--- src/rtl/shift_rows_pipe.sv ---
// Rijndael ShiftRows / InvShiftRows engine for NB = 4, 6 or 8 columns.
// Combinational row rotation feeds a valid/ready register pipeline.
module shift_rows_pipe #(
    parameter int NB         = 4,
    parameter int PIPE_DEPTH = 1,
    parameter int TAG_W      = 4
) (
    input  logic               clk,
    input  logic               rst,
    input  logic               in_valid,
    output logic               in_ready,
    input  logic [1:0]         in_mode,
    input  logic [TAG_W-1:0]   in_tag,
    input  logic [32*NB-1:0]   in_data,
    output logic               out_valid,
    input  logic               out_ready,
    output logic [32*NB-1:0]   out_data,
    output logic [TAG_W-1:0]   out_tag,
    output logic               out_mode_err,
    output logic               busy
);
    localparam int W    = 32 * NB;
    localparam int LAST = PIPE_DEPTH - 1;

    if (!(NB == 4 || NB == 6 || NB == 8)) begin : g_bad_nb
        $error("shift_rows_pipe: NB must be 4, 6 or 8");
    end

    if (PIPE_DEPTH < 1 || PIPE_DEPTH > 4) begin : g_bad_depth
        $error("shift_rows_pipe: PIPE_DEPTH must be 1..4");
    end

    // Wide blocks skip offset 2 so rows 2 and 3 rotate by 3 and 4.
    function automatic int row_shift(input int r);
        return (NB == 8 && r >= 2) ? r + 1 : r;
    endfunction

    logic [W-1:0]          fwd;
    logic [W-1:0]          inv;
    logic [W-1:0]          perm;
    logic                  perm_err;

    logic [PIPE_DEPTH-1:0] vld;
    logic [PIPE_DEPTH-1:0] ld;
    logic [PIPE_DEPTH-1:0] err;
    logic [W-1:0]          dat [PIPE_DEPTH];
    logic [TAG_W-1:0]      tg  [PIPE_DEPTH];

    // Rotate each row left (forward) or right (inverse) by its offset.
    always_comb begin
        fwd = '0;
        inv = '0;
        for (int c = 0; c < NB; c++) begin
            for (int r = 0; r < 4; r++) begin
                fwd[W-1-8*(4*c+r) -: 8] =
                    in_data[W-1-8*(4*((c+row_shift(r))%NB)+r) -: 8];
                inv[W-1-8*(4*c+r) -: 8] =
                    in_data[W-1-8*(4*((c+NB-row_shift(r))%NB)+r) -: 8];
            end
        end
    end

    // Select the permutation; pass-through and illegal keep the state as is.
    always_comb begin
        perm     = in_data;
        perm_err = 1'b0;
        unique case (in_mode)
            2'b00:   perm = fwd;
            2'b01:   perm = inv;
            2'b10:   perm = in_data;
            default: perm_err = 1'b1;
        endcase
    end

    // A stage may load if any stage at or after it is empty or the tail drains.
    always_comb begin : load_chain
        logic go;
        go = out_ready;
        ld = '0;
        for (int i = LAST; i >= 0; i--) begin
            go    = go || !vld[i];
            ld[i] = go;
        end
    end

    // Stage 0 captures the permuted beat; later stages shift it forward.
    always_ff @(posedge clk or negedge rst) begin
        if (!rst) begin
            vld <= '0;
            err <= '0;
            for (int i = 0; i < PIPE_DEPTH; i++) begin
                dat[i] <= '0;
                tg[i]  <= '0;
            end
        end else begin
            if (ld[0]) begin
                vld[0] <= in_valid;
                if (in_valid) begin
                    dat[0] <= perm;
                    tg[0]  <= in_tag;
                    err[0] <= perm_err;
                end
            end
            for (int i = 1; i < PIPE_DEPTH; i++) begin
                if (ld[i]) begin
                    vld[i] <= vld[i-1];
                    if (vld[i-1]) begin
                        dat[i] <= dat[i-1];
                        tg[i]  <= tg[i-1];
                        err[i] <= err[i-1];
                    end
                end
            end
        end
    end

    assign in_ready     = ld[0];
    assign out_valid    = vld[LAST];
    assign out_data     = dat[LAST];
    assign out_tag      = tg[LAST];
    assign out_mode_err = err[LAST];
    assign busy         = |vld;

endmodule

--- config.mk ---
export PLATFORM = sky130hd
export DESIGN_NAME = shift_rows_pipe
export DESIGN_NICKNAME = d
export VERILOG_FILES = /design/src/rtl/shift_rows_pipe.sv
export SDC_FILE = /design/constraint.sdc
export NUM_CORES = 1
export LEC_CHECK = 0
export BUFFER_PORTS_ARGS = -buffer_cell sky130_fd_sc_hd__buf_2
export CORE_MARGIN = 2
export CORE_UTILIZATION = 50
export CTS_CLUSTER_SIZE = 16
export DETAILED_ROUTE_END_ITERATION = 7
export GPL_ROUTABILITY_DRIVEN = 0
export HOLD_SLACK_MARGIN = 0.06
export MAX_ROUTING_LAYER = met4
export PLACE_DENSITY_LB_ADDON = 0.08
export SLEW_MARGIN = 20
export SYNTH_ARGS = -nofsm -noshare
export SYNTH_HDL_FRONTEND = slang
export SYNTH_SLANG_ARGS = --single-unit
--- constraint.sdc ---
create_clock -name clk -period 2.62 [get_ports clk]
set_clock_uncertainty 0.05 [all_clocks]
set_input_delay 0.524 -clock clk [delete_from_list [all_inputs] [get_ports clk]]
set_output_delay 0.524 -clock clk [all_outputs]
set_load 0.02 [all_outputs]
# After elaboration in Yosys (flattened, before gate mapping)
# Cells that the tools add are included.
# totals
regBits	134
in_bits	138
output_inout_bits	136
elab_cells	13
# op_classes
n_eq_ne	2
muxes	2
reduce_logical	5
# op_table
cell	count
$pmux W120 S2	1
$reduce_or A3 Y1	1
$eq A2 B1 Y1 const B	1
$eq A2 B2 Y1 const B	1
$logic_not A2 Y1	1
$reduce_and A2 Y1	1
$logic_not A1 Y1	1
$logic_or A1 B1 Y1	1
$mux W1	1

# Depth between registers and ports, before layout
# depth
depth_word	3
depth_mapped	8
depth_no_buf	3

# Worst setup path after synthesis
# OpenSTA, ideal clock, no wires.
# synth_timing
path_type	input port to flip-flop
start	input port out_ready
end	register dat, in the netlist out_data[100]
setup_ns	0.125
arrival_ns	1.627
slack_ns	0.818
cell_stages	7
path_buffers	4
cell_sequence	nand2b_1 > buf_6 > and2_1 > buf_6 > buf_6 > buf_6 > mux2_4
# synth_via
elab_chain_len	2
# synth_rtl
element	line_no	source
start: declaration	16	input logic out_ready,
$logic_or A1 B1 Y1	81	go = go || !vld[i];
$reduce_and A2 Y1 (no source line)	n/a	
end signal: indexed assignment	108	dat[i] <= dat[i-1];
end: declaration	46	logic [W-1:0] dat [PIPE_DEPTH];
# Every way passes these cells.
# A chain may end at the register's enable or synchronous reset.

# Final worst setup path
# layout_timing
start	register vld (netlist: busy)
end	output port in_ready
# layout_via
elab_chain_len	2
# layout_rtl
element	line_no	source
start: declaration	43	logic [PIPE_DEPTH-1:0] vld;
start signal: indexed assignment	106	vld[i] <= vld[i-1];
$logic_not A1 Y1	81	
$logic_or A1 B1 Y1	81	
end: declaration	11	output logic in_ready,
# Every way passes these cells.

==> results.yml <==
sta:
  layout_setup_ws_ns: 0.539
  relSlewSlack: 0.649
  rsz0062_at_grt: "no"
  holdWs_ns: 0.290
  period_needed_ns: 2.08
  tightest_slew_ns: 0.527
  setup_viol: 0
  maxSlewViolCount: 0
  hold_viol: 0
  fin_crit_sh: 0.794
  max_freq_ghz: 0.481
  setup_tns_ns: 0
setup_path:
  required_ns: 2.05
  worstSetupEndpointType: "output pin"
  path_cells: "nand2b_1 > buf_4 > buf_2"
  crit_fanout: 35
  crit_arrival_ns: 1.51
  critPathBufInv: 2
  cpMaxStageDelayCell: "dfrtp_1"
  slowest_delay_ns: 0.39
  cpLargestDelayFamily: "buffers and inverters"
  worstSetupStartpointType: "register"
  critical_path_class: "reg -> out"
  ff2ff_setup_slack_ns: 0.88
synthesis:
  synth_nets: 644
  synth-seq-area-share: 0.478
  avgSynthCellArea_um2: 13.9
  synth_area_leaders: "dfrtp_1 48%, mux2_2 23%, mux2_1 7.9%"
  synth_top_flop_cell: "dfrtp_1"
  synth_cells: 506
  synth_seq_cells: 134
  synth_edf_count: 0
  netlist_area_um2: 7020
  synth_top_cells_by_count: "145 x mux2_2, 134 x dfrtp_1, 64 x a21oi_1"
  netlist.area_leader.share: 0.478
  async_flop_share: 1.00
  synth_top_area_cell: "dfrtp_1"
  synth_cell_types: 15
  synth_most_common_cell: "mux2_2"
  yosysWarningCount: 0
power:
  p_comb_frac: 0.262
  p_int_mw: 4.73
  clock_power_share: 0.355
  netSwitchingPower_mw: 2.06
  ir_drop_uv: 441
  p_leak_nw: 4.31
  powerDensity_nw_per_um2: 745
  power.share.switching: 0.303
  pwr-share-seq: 0.383
  total_power_mw: 6.78
clocking:
  cts.repair.resized: 0
  cts_tree: "yes"
  numCtsBuffers: 17
  clk_pin_slew_ns: 0.06
  cts-root-buf: "clkbuf_16"
  clock_sinks: 134
  clockBufferDepth: 2
  htreeDepth: 4
  clock_latency_ns: 0.41
placed_design:
  dp_slack_ns: 0.575
  hpwl_mm: 12.1
  placed_area_um2: 8500
  placed_cells: 930
  port_buffers: 273
global_routing:
  grt_usage: 0.231
  grt_max_degree: 66
  grt_pass1_wl_mm: 26.1
  antenna_found_initial: 0
  first_global_vias: 5198
  grt_overflow: 0
final_layout:
  stdcell_count: 963
  final_area_um2: 9110
  nFillCells: 1133
  diodes: 0
  nNetsFinal: 908
  utilization: 0.661
  area_growth_syn_to_layout_pct: 29.8
  drive_above_1_share: 0.635
floorplan:
  die_w_um: 122
  std_cell_rows: 43
  core_area_um2: 13800
  start_util: 0.510
  die_area_um2: 15000
  die_y_um: 122
  io_pins: 274
run:
  maxCapViolations: 0
detailed_routing:
  routed_via_density: 5.28
  drtIter0Drc: 173
  postRouteAntennaNets: 0
  drc: 0
  wirelength_mm: 16.8
  vias: 5081
  wl_per_cell_um: 17.5
  first_pass_iters: 4
status:
  status: "complete, no violations"
hold_path:
  holdCritPathClass: "in -> reg"
-- placed cells by master, fill, tap and decap left out --
cell type / n
buf_2: 271
mux2_2: 145
dfrtp_1: 134
a21oi_1: 64
mux2_1: 49
mux2_4: 34
mux2i_1: 32
clkbuf_16: 17
buf_4: 8
buf_12: 6
clkinvlp_4: 5
clkinv_2: 4
bufinv_16: 3
nand2b_1: 2
and2_4: 1
inv_1: 1
nand4_1: 1
o21ai_0: 1
clkbuf_1: 1
clkbuf_8: 1
clkinv_4: 1
dlygate4sd3_1: 1
buf_6: 1
-- final cells by class --
cell class	instances	area, um2	area share
multi-input cells	329	3370	0.370
flip-flops and latches	134	3350	0.368
repair buffers	287	1560	0.171
clock buffers	19	443	0.0486
well taps	180	225	0.0247
clock inverters	13	156	0.0172
inverters	1	3.75	0.000412
-- path summary, 6_finish.rpt --
| path | start | endpoint | depth (start not counted) |
|---|---|---|---|
| worst max-delay path | busy | in_ready | 3 |
| worst min-delay path | in_data[122] | out_data[122] | 2 |
| worst max register to register | busy | out_data[57] | 4 |
| worst min register to register | out_data[33] | out_data[33] | 1 |
| max in group asynchronous | rst | out_data[89] | 3 |
| min in group asynchronous | rst | out_data[67] | 2 |
-- worst register-to-register path, delay by kind of cell (launching register included) --
kind | cells | cell delay [ns]
buffers and inverters | 1 | 0.31
DFF | 1 | 0.39
muxes | 1 | 0.36
and+or+nand+nor | 2 | 0.52
-- routing by layer --
metal	vias up	routed length (um)	track usage
li1	2385	-	-
met2	177	8470	0.388
met4	0	278	0.0761
met1	2496	6830	0.267
met3	23	1240	0.0669
met5	-	0	-
-- logic make-up (layout without fill, tap and decap cells) --
| group | Yosys count | in the layout | synth area share |
|---|---|---|---|
| mux | 260 | 260 | 0.430 |
| flops | 134 | 134 | 0.478 |
| compound gates | 65 | 65 | 0.0463 |
| buf+inv | 43 | 320 | 0.0428 |
| simple gates | 4 | 4 | 0.00357 |
-- power groups by stage --
stage / combinational, mW / clock [mW] / sequential (mW)
after CTS: 1.80 / 2.46 / 2.60
final: 1.78 / 2.41 / 2.60
after global routing: 1.91 / 2.57 / 2.65
after floorplan: 0.705 / 0 / 3.04
after detailed placement: 1.79 / 0 / 2.63
after global placement: 1.76 / 0 / 2.61
-- sequential cells by signal, indices dropped and copies added (netlist names) --
signal and count:
out_tag 4, out_data 128, busy 1, out_mode_err 1
-- timing repair --
action / in CTS / in global routing
setup buffers: 0 / 0
hold buffers: 1 / 0
hold endpoints to repair: 42 / 0
Note: power is estimated with default switching activity, not from simulation.
